### config.mk
export PLATFORM = sky130hd
export DESIGN_NAME = key_cmd_decoder
export DESIGN_NICKNAME = d
export VERILOG_FILES = /design/src/rtl/key_cmd_decoder.sv
export SDC_FILE = /design/constraint.sdc
export NUM_CORES = 1
export LEC_CHECK = 0
export ABC_AREA = 1
export BUFFER_PORTS_ARGS = -buffer_cell sky130_fd_sc_hd__buf_2
export CAP_MARGIN = 25
export CORE_UTILIZATION = 32
export CTS_BUF_LIST = sky130_fd_sc_hd__clkbuf_8
export DETAILED_ROUTE_END_ITERATION = 7
export HOLD_SLACK_MARGIN = 0.1
export SLEW_MARGIN = 10
export SYNTH_ARGS = -nofsm -noshare
export SYNTH_HDL_FRONTEND = slang
export SYNTH_SLANG_ARGS = --single-unit
### constraint.sdc
create_clock -name clk -period 2.1 [get_ports clk]
set_input_delay 0.42 -clock clk [delete_from_list [all_inputs] [get_ports clk]]
set_output_delay 0.42 -clock clk [all_outputs]
set_load 0.005 [all_outputs]
### src/rtl/key_cmd_decoder.sv
// key_cmd_decoder: PS/2 set-2 scan-code stream to one-cycle game-command pulses.
// Resolves E0/F0 prefixes, tracks held keys, drops keyboard typematic repeats,
// and generates its own auto-repeat (DAS) for left/right/soft-drop.
//
// Ports:
//   clk, rst_n      - system clock, asynchronous active-low reset
//   keycode         - scan-code byte, qualified by key_valid
//   key_valid       - one-cycle strobe per received byte
//   enable          - command gate; low forces all cmd_* to 0
//   cmd_*           - registered one-cycle command pulses
//   held            - held-key flags {pause, hard_drop, rotate, down, right, left}
module key_cmd_decoder #(
    parameter int unsigned DELAY_CYCLES = 20_000_000,
    parameter int unsigned RATE_CYCLES  = 5_000_000
) (
    input  logic       clk,
    input  logic       rst_n,
    input  logic [7:0] keycode,
    input  logic       key_valid,
    input  logic       enable,
    output logic       cmd_left,
    output logic       cmd_right,
    output logic       cmd_down,
    output logic       cmd_rotate,
    output logic       cmd_hard_drop,
    output logic       cmd_pause,
    output logic [5:0] held
);

    localparam int unsigned MAXC =
        (DELAY_CYCLES > RATE_CYCLES) ? DELAY_CYCLES : RATE_CYCLES;
    localparam int CW = $clog2(MAXC);
    localparam logic [CW-1:0] DLY_LD = CW'(DELAY_CYCLES - 32'd1);
    localparam logic [CW-1:0] RATE_LD = CW'(RATE_CYCLES - 32'd1);

    typedef enum logic [1:0] {
        S_IDLE,
        S_EXT,
        S_BRK,
        S_EXT_BRK
    } state_t;

    state_t         r_state;
    state_t         w_state_nxt;
    logic           w_is_e0;
    logic           w_is_f0;
    logic           w_make;
    logic           w_brk;
    logic           w_ext;
    logic [5:0]     w_key;
    logic [5:0]     w_press;
    logic [5:0]     w_release;
    logic           w_new_rep;
    logic           w_own_brk;
    logic           w_expire;
    logic [2:0]     w_rep;
    logic [5:0]     w_pulse;
    logic [5:0]     r_held;
    logic [5:0]     r_cmd;
    logic [2:0]     r_owner;
    logic [CW-1:0]  r_cnt;

    assign w_is_e0 = (keycode == 8'hE0);
    assign w_is_f0 = (keycode == 8'hF0);

    // Prefix FSM: state register
    always_ff @(posedge clk or negedge rst_n) begin
        if (!rst_n) begin
            r_state <= S_IDLE;
        end else begin
            r_state <= w_state_nxt;
        end
    end

    // Prefix FSM: next state. Stray prefixes after F0 are absorbed.
    always_comb begin
        w_state_nxt = r_state;
        if (key_valid) begin
            unique case (r_state)
                S_IDLE: begin
                    if (w_is_e0)      w_state_nxt = S_EXT;
                    else if (w_is_f0) w_state_nxt = S_BRK;
                    else              w_state_nxt = S_IDLE;
                end
                S_EXT: begin
                    if (w_is_f0)      w_state_nxt = S_EXT_BRK;
                    else if (w_is_e0) w_state_nxt = S_EXT;
                    else              w_state_nxt = S_IDLE;
                end
                S_BRK: begin
                    if (w_is_e0 || w_is_f0) w_state_nxt = S_BRK;
                    else                    w_state_nxt = S_IDLE;
                end
                S_EXT_BRK: begin
                    if (w_is_e0 || w_is_f0) w_state_nxt = S_EXT_BRK;
                    else                    w_state_nxt = S_IDLE;
                end
                default: w_state_nxt = S_IDLE;
            endcase
        end
    end

    // Prefix FSM: outputs (make/break/extended qualifiers for this byte)
    always_comb begin
        w_make = 1'b0;
        w_brk  = 1'b0;
        w_ext  = 1'b0;
        if (key_valid && !w_is_e0 && !w_is_f0) begin
            unique case (r_state)
                S_IDLE:    w_make = 1'b1;
                S_EXT:     begin w_make = 1'b1; w_ext = 1'b1; end
                S_BRK:     w_brk = 1'b1;
                S_EXT_BRK: begin w_brk = 1'b1; w_ext = 1'b1; end
                default:   w_make = 1'b0;
            endcase
        end
    end

    // Key map, one-hot in held[] bit order
    always_comb begin
        w_key = 6'b0;
        if (w_ext) begin
            case (keycode)
                8'h6B:   w_key = 6'b000001;
                8'h74:   w_key = 6'b000010;
                8'h72:   w_key = 6'b000100;
                8'h75:   w_key = 6'b001000;
                default: w_key = 6'b0;
            endcase
        end else begin
            case (keycode)
                8'h29:   w_key = 6'b010000;
                8'h4D:   w_key = 6'b100000;
                default: w_key = 6'b0;
            endcase
        end
    end

    // A make of an already-held key is a typematic repeat and is dropped
    assign w_press   = w_make ? (w_key & ~r_held) : 6'b0;
    assign w_release = w_brk ? w_key : 6'b0;
    assign w_new_rep = |w_press[2:0];
    assign w_own_brk = |(w_release[2:0] & r_owner);
    assign w_expire  = (|r_owner) && (r_cnt == '0);

    // New repeatable make or owner break both pre-empt an expiring repeat
    assign w_rep   = (w_expire && !w_new_rep && !w_own_brk) ? r_owner : 3'b0;
    assign w_pulse = w_press | {3'b0, w_rep};

    always_ff @(posedge clk or negedge rst_n) begin
        if (!rst_n) begin
            r_held <= 6'b0;
            r_cmd  <= 6'b0;
        end else begin
            r_held <= (r_held | w_press) & ~w_release;
            r_cmd  <= enable ? w_pulse : 6'b0;
        end
    end

    // Auto-repeat: shared counter keeps running with enable low,
    // so masked repeats are dropped rather than deferred.
    always_ff @(posedge clk or negedge rst_n) begin
        if (!rst_n) begin
            r_owner <= 3'b0;
            r_cnt   <= '0;
        end else if (w_new_rep) begin
            r_owner <= w_press[2:0];
            r_cnt   <= DLY_LD;
        end else if (w_own_brk) begin
            r_owner <= 3'b0;
            r_cnt   <= '0;
        end else if (|r_owner) begin
            if (r_cnt == '0) r_cnt <= RATE_LD;
            else             r_cnt <= r_cnt - CW'(1);
        end
    end

    assign cmd_left      = r_cmd[0];
    assign cmd_right     = r_cmd[1];
    assign cmd_down      = r_cmd[2];
    assign cmd_rotate    = r_cmd[3];
    assign cmd_hard_drop = r_cmd[4];
    assign cmd_pause     = r_cmd[5];
    assign held          = r_held;

endmodule

# Word level (Yosys, flattened, before mapping)

Index checks and enable logic that the tools add are counted.

Register bits after elaboration: 42
Input port bits: 12
Output and inout port bits: 12
Word-level logic and storage cells: 70

Add/sub/neg operators: 1
Eq/ne operators: 11
Mux-type cells: 26
Bitwise gates (word level): 7
Reduce and logical (&&, ||, !) cells: 20

Operators by type and width:

| operator                                                              | number |
|---|---|
| 25-bit 2-to-1 mux                                                     | 4 |
| 8-bit by 7-bit == test with 1-bit output (second input constant)      | 5 |
| 25-bit zero test                                                      | 1 |
| 25-bit by 1-bit subtractor with 25-bit output (second input constant) | 1 |
| 6-bit 2-to-1 mux                                                      | 4 |
| 8-bit == test (second input constant)                                 | 2 |
| 4-bit one-hot mux with 4 select lines                                 | 1 |
| 6-bit AND                                                             | 2 |
| 6-bit inverter                                                        | 2 |
| 6-bit one-hot mux with 2 select lines                                 | 1 |
| 2-bit 2-to-1 mux                                                      | 5 |
| 3-bit 2-to-1 mux                                                      | 3 |
| 3-bit OR reduction                                                    | 3 |
| 8-bit by 6-bit == test with 1-bit output (second input constant)      | 1 |
| 2-bit one-hot mux with 4 select lines                                 | 1 |
| 1-bit 2-to-1 mux                                                      | 7 |
| 6-bit by 3-bit bitwise OR with 6-bit output                           | 1 |
| 6-bit bitwise OR                                                      | 1 |
| 2-bit OR reduction                                                    | 3 |
| 1-bit logical AND                                                     | 5 |
| 2-bit == test (second input constant)                                 | 2 |
| 1-bit zero test                                                       | 4 |
| 3-bit AND                                                             | 1 |
| 3-bit nonzero test                                                    | 1 |
| 4 further kinds                                                       | 4 |

# Depth between registers and ports, before layout

Gate-level depths: netlist of the first run.

Depth after elaboration: 15
Mapped depth: 15
Gate-level depth less buffers: 15

# Least setup slack after synthesis of the first run

OpenSTA, ideal clock, no wires.

Path type: reg-to-reg
Start: reg r_cnt[0]
End: reg r_cnt[7]
Stages on the path, launching flop included: 16
Setup slack: 0.244 ns
Period minus slack after synthesis: 1.856 ns
Path buffers: 0
Data required time: 1.983 ns
Arrival: 1.739 ns
Library setup time: 0.117 ns
Cells stage by stage: dfrtp_1 -> inv_1 -> ha_1 -> nand2_1 -> nor2_4 -> nand2_4 -> nor2_4 -> nand3_2 -> nor2_2 -> nand3_2 -> nor2_2 -> nand2_2 -> nand3_1 -> nand2_1 -> nand2_1 -> nand2_1

Word-level cells in the longest chain between the ends: 5
Elaborated cells on any way between the ends: 6
Classes of those cells: add/sub: 1; mux: 4; reduce/logical: 1

RTL lines:

| item                                                                              | line     | text |
|---|---|---|
| from (decl)                                                                       | 61       | `logic [CW-1:0] r_cnt;` |
| from (signal assigned)                                                            | 174      | `else r_cnt <= r_cnt - CW'(1);` |
| 25-bit by 1-bit subtractor with 25-bit output or 25-bit zero test (tied branches) | 174, 173 |  |
| 25-bit 2-to-1 mux *                                                               | 173      | `if (r_cnt == '0) r_cnt <= RATE_LD;` |
| 25-bit 2-to-1 mux *                                                               | 172      | `end else if (\|r_owner) begin` |
| 25-bit 2-to-1 mux *                                                               | 169      | `end else if (w_own_brk) begin` |
| 25-bit 2-to-1 mux *                                                               | 166      | `end else if (w_new_rep) begin` |

Mark *: on every way between the ends. The rest lies on a longest branch, timed or not. The select of a mux whose other input is x is not followed.
A chain may end at the register's enable or synchronous reset.

# Worst setup path in the final report of the first run

Start: reg r_cnt[1]
End: reg r_cmd[2]

Word-level cells in the longest chain between the ends: 7

RTL lines:

| item                                        | line | text |
|---|---|---|
| 25-bit zero test                            | 144  | `assign w_expire = (\|r_owner) && (r_cnt == '0);` |
| 1-bit logical AND                           | 144  |  |
| 1-bit logical AND (2 in a row)              | 147  | `assign w_rep = (w_expire && !w_new_rep && !w_own_brk) ? r_owner : 3'b0;` |
| 3-bit 2-to-1 mux                            | 147  |  |
| 6-bit by 3-bit bitwise OR with 6-bit output | 148  | `assign w_pulse = w_press \| {3'b0, w_rep};` |
| 6-bit 2-to-1 mux                            | 156  | `r_cmd <= enable ? w_pulse : 6'b0;` |
| to (signal assigned)                        | 156  |  |
| to (decl)                                   | 59   | `logic [5:0] r_cmd;` |

Every way passes these cells.

==> summary.txt, run 1 <==
Floorplanning
  – Chip width: 98.8 um
  – Core Region: 8890 um^2
  – Starting Density: 0.337
  – Boundary pin count: 24
  – Die Y: 98.8 um
  – Die area: 9750 um^2
  – Num rows: 34

Synth
  – Post-synth EDFFs: 0
  – Syn Std Cell Area: 3000 um^2
  – Sequential area share after synthesis: 0.351
  – Average size of a mapped cell: 7.78 um^2
  – Synth top area share: 0.351
  – Synth area leader: dfrtp_1
  – YS warnings: 0
  – Most common cell in the netlist: nand2_1
  – #FFs+latches synth: 42
  – Post-Syn Nets: 398
  – Top post-synthesis cells by area: dfrtp_1 35%, nand2_1 11%, nand3_2 7.7%
  – Async SR Flop Fraction: 1.00
  – Ys flop type: dfrtp_1
  – Gate Count Post-Synth: 385
  – Count of different cell masters after synthesis: 37
  – Synth cell count leaders: 88 x nand2_1, 49 x nor2_1, 44 x inv_1

Min path
  – Hold Crit Class: input pin to asynchronous set/reset pin

GRT
  – Remaining global-route overflow: 0
  – Gr usage total: 0.155
  – First-pass GRT wire length: 12100 um
  – Number of global-route vias before repair: 2640
  – Antenna violations before repair: 0
  – Pin count of the biggest net entering global routing: 24

Clocking
  – Clock root buffer: clkbuf_8
  – Clock Pin Slew Worst Setup and Hold Paths: 0.09 ns
  – Cts hold-fix bufs: 0
  – CTS tree: built
  – Latest clock arrival within the worst-skew pair: 0.30 ns
  – CTS buffer count: 5
  – CTS sink count: 42
  – Max Root-Sink Buffers: 2
  – H-tree levels: 2

Power and ir drop
  – Overall power: 1.63 mW
  – Worst IR Drop VDD: 277 uV
  – Clock Power Share: 0.402
  – Comb power frac: 0.090
  – Sw Share: 0.230
  – Internal: 1.26 mW
  – PD cells: 462 nW/um^2
  – Share of power burned in registers: 0.508
  – Leak: 1.75 nW
  – Switching power: 0.376 mW

Timing
  – Slew Limit Fails: 0
  – Min cycle time layout: 1.94 ns
  – Worst Skew: 0.0118 ns
  – Final worst setup slack: 0.159 ns
  – RSZ-0062 raised after global routing: false
  – Final Setup Violations: 0
  – Period utilisation layout: 0.924
  – WHS: 0.0823 ns
  – Max_slew headroom: 0.658
  – Final Hold Viols: 0
  – Max Freq: 515 MHz
  – Worst slew pin tran: 0.512 ns

Placed design
  – Setup WS pre-CTS: -0.00333 ns
  – Detailed placement HPWL: 5230 um
  – Routability congestion estimate: 0.854
  – DP Cell Count: 524
  – PortBufs: 23

Worst setup path
  – Arrival time worst endpoint: 2.16 ns
  – Type of origin of the critical path: flop
  – Worst setup EP type: flop
  – Crit path max fanout: 5
  – Crit path kind: flop to flop
  – Critical Path RT: 2.32 ns

Flow run
  – Maxcap violations: 0

Routing
  – WL final: 6810 um
  – Antenna Nets Post-Route: 0
  – Vias per cell: 4.73
  – Drt pass-1 iters: 4
  – DR DRC count: 0
  – WL/cell: 12.7 um
  – Via count: 2545
  – Initial drt markers: 111

Final layout
  – Fin util: 0.398
  – Synthesis-to-layout area growth: 18.0%
  – NumNets Final: 443
  – Fraction of layout instances using a drive strength above 1: 0.298
  – ANT cells: 0
  – Non-Filler Instances: 538

Status
  – Status: finished, final reports clean
kinds of logic (layout without fill, tap and decap cells):
| logic type | Yosys count | count (layout) | synth area share |
|---|---|---|---|
| AOI/OAI and AO/OA | 25 | 25 | 0.0439 |
| DFF | 42 | 42 | 0.351 |
| and+or+nand+nor | 237 | 237 | 0.452 |
| xor gates and xnor gates | 20 | 20 | 0.0585 |
| adders and majority gates | 1 | 1 | 0.00418 |
| buffers and inverters | 60 | 105 | 0.0906 |
power groups by stage:
stage	sequential (mW)	clock, mW	combinational [mW]
floorplan	0.843	0	0.0808
global placement	0.845	0	0.139
global route	0.830	0.706	0.168
CTS	0.828	0.672	0.144
detailed placement	0.845	0	0.141
finish	0.829	0.656	0.147
stage by stage:
stage | instance area, um^2 | setup TNS [ns]
2_1_floorplan | 3000 | 0
3_3_place_gp | 3330 | 0
3_5_place_dp | 3330 | -0.00333
4_1_cts | 3480 | 0
5_1_grt | 3540 | 0
6_report | 3540 | 0
per-layer routing:
metal	wire length [um]	GRT usage
met3	188	0.0255
met4	110	0.0494
met1	3130	0.195
met2	3380	0.271
met5	0	0
worst max-delay path, cell delays in order, from the launching register on:
cell	delay, ns
dfrtp_1	0.40
inv_2	0.08
ha_4	0.14
nand2_1	0.08
nor2_4	0.15
nand2_4	0.09
nor2_4	0.14
nand3_4	0.10
nor2_4	0.11
nand3_2	0.09
nor2_2	0.11
nand2_2	0.09
nor2_4	0.14
nor2_1	0.05
nor2_1	0.10
area by class of cell:
class | count | area [um^2]
fill | 892 | 5360
multi-input combinational | 283 | 1720
sequential | 42 | 1050
timing repair buffer | 45 | 318
inverter | 53 | 204
tap | 108 | 135
clock buffer | 6 | 82.6
clock inverter | 1 | 30.0
sequential cells by signal, summed over array words and instances, names as in the netlist:
name and flops:
held 6, r_cmd 6, r_cnt 25, r_owner 3
r_state 2
worst paths after layout:
kind / slack [ns] / startpoint / cells after the start / to
max in group asynchronous: 1.51 / rst_n / 2 / r_cnt[0]
worst max register to register: 0.16 / r_cnt[1] / 14 / r_cmd[2]
worst min-delay path: 0.08 / rst_n / 1 / r_cnt[23]
worst min register to register: 0.46 / held[5] / 1 / r_cmd[5]
worst max-delay path: 0.16 / r_cnt[1] / 14 / r_cmd[2]
min in group clk: 0.40 / enable / 3 / r_cmd[1]
layout by cell type (no fill, tap or decap):
| master | Yosys | final |
|---|---|---|
| nand2_4 | 5 | 5 |
| nor4_1 | 3 | 3 |
| nor3b_2 | 1 | 1 |
| o31ai_1 | 1 | 1 |
| nand4_1 | 8 | 8 |
| nor3_2 | 5 | 3 |
| nor2_2 | 8 | 6 |
| nor2_4 | 7 | 9 |
| nand4_2 | 2 | 2 |
| inv_1 | 44 | 42 |
| buf_2 | 3 | 23 |
| and3_1 | 1 | 1 |
| clkbuf_8 | 0 | 6 |
| nor3_4 | 0 | 2 |
| buf_12 | 0 | 3 |
| nand3_4 | 2 | 3 |
| nor2_1 | 49 | 49 |
| nand2_2 | 5 | 5 |
| nand3_1 | 13 | 13 |
| o21ai_0 | 17 | 17 |
| dfrtp_1 | 42 | 42 |
| nor2_8 | 2 | 2 |
| inv_2 | 8 | 10 |
| nor3_1 | 8 | 8 |
| or2_2 | 2 | 2 |
| or3_1 | 1 | 1 |
| xnor2_1 | 7 | 7 |
| inv_6 | 1 | 1 |
| xor2_1 | 13 | 13 |
| o21ai_2 | 1 | 1 |
| nand3_2 | 23 | 22 |
| nor4_2 | 1 | 1 |
| o21ai_1 | 3 | 3 |
| or2_1 | 2 | 2 |
| bufinv_16 | 0 | 1 |
| or2_0 | 1 | 1 |
| a21oi_1 | 3 | 3 |
| ha_4 | 0 | 1 |
| nand2_1 | 88 | 88 |
| buf_4 | 0 | 19 |
repair_timing:
action,4_1_cts,5_1_grt
pin swaps,2,6
setup buffers,3,4
gates resized for setup,2,6
endpoints found under the setup margin,1,7
(Power assumes the default switching activity.)
==> run 2, diff against run 1 <==
--- a/config.mk
+++ b/config.mk
@@ -7,4 +7,5 @@
 export LEC_CHECK = 0
 export ABC_AREA = 1
+export ABC_CLOCK_PERIOD_IN_PS = 2100
 export BUFFER_PORTS_ARGS = -buffer_cell sky130_fd_sc_hd__buf_2
 export CAP_MARGIN = 25
==> constraint.sdc (replaced) <==
create_clock -name clk -period 2.1 [get_ports clk]
set_input_delay 0.105 -clock clk [delete_from_list [all_inputs] [get_ports clk]]
set_output_delay 0.105 -clock clk [all_outputs]
set_load 0.005 [all_outputs]
==> summary.txt, run 2 (synthesis gave the netlist of run 1 again) <==
GRT
  – Remaining global-route overflow: 0
  – Antenna violations before repair: 0
  – First-pass GRT wire length: 12000 um
  – Number of global-route vias before repair: 2534
  – Gr usage total: 0.154
  – Pin count of the biggest net entering global routing: 25

Worst setup path
  – CP max stage cell: dfrtp_1
  – Slowest stage delay, CP: 0.42 ns
  – Crit path max fanout: 5
  – Type of origin of the critical path: flop
  – Critical Path RT: 2.33 ns
  – Most used cell, CP: nor2_4
  – Cell Chain, Critical Path: inv_2 -> ha_4 -> nand2_4 -> nor2_4 -> nand2_4 -> nor2_4 -> nand3_4 -> nor2_4 -> nand3_2 -> nor2_2 -> nand2_2 -> nor2_4 -> nor2_1 -> nor2_1
  – Arrival time worst endpoint: 2.22 ns
  – FF-to-FF path depth: 14
  – Crit path kind: flop to flop
  – Worst setup EP type: flop

Power and ir drop
  – Internal: 1.26 mW
  – Comb power frac: 0.090
  – Sw Share: 0.240
  – PD cells: 478 nW/um^2
  – Leak: 1.71 nW
  – Clock Power Share: 0.409
  – Share of power burned in registers: 0.501
  – Switching power: 0.397 mW
  – Worst IR Drop VDD: 205 uV

Timing
  – Worst slew pin tran: 0.447 ns
  – Max_slew headroom: 0.702
  – Final worst setup slack: 0.115 ns
  – RSZ-0062 raised after global routing: true
  – Worst Skew: 0.00651 ns
  – Final Setup Violations: 0
  – Max Freq: 504 MHz
  – Min cycle time layout: 1.98 ns
  – Final Hold Viols: 0
  – Period utilisation layout: 0.945
  – WHS: 0.108 ns
  – Slew Limit Fails: 0

Clocking
  – CTS sink count: 42
  – H-tree levels: 2
  – Clock root buffer: clkbuf_8
  – CTS tree: built
  – Max Root-Sink Buffers: 2
  – CTS buffer count: 5
  – Latest clock arrival within the worst-skew pair: 0.30 ns
  – Clock Pin Slew Worst Setup and Hold Paths: 0.09 ns

Final layout
  – Leading cell type in the layout, fill and taps excluded: nand2_1
  – Largest register by flop count: r_cnt
  – FF/Latch Area: 1050 um^2
  – Commonest cells after routing, fill and taps aside: 87 x nand2_1, 49 x nor2_1, 42 x inv_1, 41 x dfrtp_1, 23 x buf_2
  – Max reg flops: 25
  – Fin util: 0.389
  – Filler cell count: 922
  – Cell area after layout: 3460 um^2
  – Synthesis-to-layout area growth: 15.5%
  – NumNets Final: 436
  – ANT cells: 0
  – Area of the multi-input gates: 1720 um^2
  – Fraction of layout instances using a drive strength above 1: 0.286

Placed design
  – Setup WS pre-CTS: 0.0751 ns
  – PortBufs: 23
  – Routability congestion estimate: 0.852
  – Detailed placement HPWL: 5080 um
  – Placed cell area: 3240 um^2

Floorplanning
  – Chip width: 98.8 um
  – Boundary pin count: 24
  – Die Y: 98.8 um
  – Num rows: 34
  – Core Region: 8890 um^2
  – Die area: 9750 um^2
  – Starting Density: 0.337

Routing
  – Vias per cell: 4.84
  – Drt pass-1 iters: 4
  – Via count: 2571
  – Antenna Nets Post-Route: 0
  – DR DRC count: 0
  – Initial drt markers: 113
  – WL final: 6900 um
  – WL/cell: 13.0 um

Flow run
  – Maxcap violations: 0

Status
  – Status: finished, final reports clean

Min path
  – Hold Crit Class: input pin to flop
  – Hold depth: 3
run 2: per-stage QoR:
stage          cells  total power, mW  TNS (ns)
2_1_floorplan    385            0.924         0
3_3_place_gp     517            0.977         0
3_5_place_dp     517            0.979         0
4_1_cts          526             1.66         0
5_1_grt          531             1.72    -0.151
6_report         531             1.65         0
run 2: cell type report:
| cell class | count | share of cell area |
|---|---|---|
| well taps | 108 | 0.0390 |
| clock inverters | 1 | 0.00868 |
| multi-input cells | 283 | 0.498 |
| clock buffers | 6 | 0.0239 |
| flip-flops and latches | 42 | 0.304 |
| inverters | 53 | 0.0589 |
| repair buffers | 38 | 0.0672 |
run 2: per-layer routing:
| metal | up-vias | routed length [um] | global-route usage | share of wire |
|---|---|---|---|---|
| met2 | 45 | 3300 | 0.259 | 0.48 |
| met4 | 0 | 136 | 0.0574 | 0.020 |
| met1 | 1221 | 3270 | 0.197 | 0.47 |
| met5 | - | 0 | 0 | 0 |
| li1 | 1296 | - | - | - |
| met3 | 9 | 197 | 0.0270 | 0.029 |
run 2: critical path: cells and delay by family, from the launching register on:
| family | cells | cell delay [ns] |
|---|---|---|
| and+or+nand+nor | 12 | 1.26 |
| DFF | 1 | 0.42 |
| adders and majority gates | 1 | 0.15 |
| buffers and inverters | 1 | 0.08 |
run 2: what timing repair did:
| action | 4_1_cts | 5_1_grt |
|---|---|---|
| setup buffers | 0 | 5 |
| hold buffers | 2 | 0 |
| setup endpoints to repair | 0 | 15 |
| gates resized for setup | 0 | 11 |
| endpoints found under the hold margin | 21 | 0 |
run 2: power by group through the flow:
stage / clock [mW] / combinational, mW / sequential, mW
final: 0.676 / 0.148 / 0.829
after global routing: 0.724 / 0.169 / 0.831
after CTS: 0.690 / 0.138 / 0.829
after detailed placement: 0 / 0.134 / 0.845
after global placement: 0 / 0.132 / 0.845
after floorplan: 0 / 0.0808 / 0.843
run 2: worst paths after layout:
kind                           start    endpoint  slack [ns]
hold reg to reg              held[5]    r_cmd[5]        0.46
setup / recovery            r_cnt[1]    r_cmd[1]        0.12
min in group asynchronous      rst_n   r_cnt[16]        0.27
setup reg to reg            r_cnt[1]    r_cmd[1]        0.12
max in group asynchronous      rst_n  r_state[1]        1.13
hold / removal             key_valid  r_state[1]        0.11
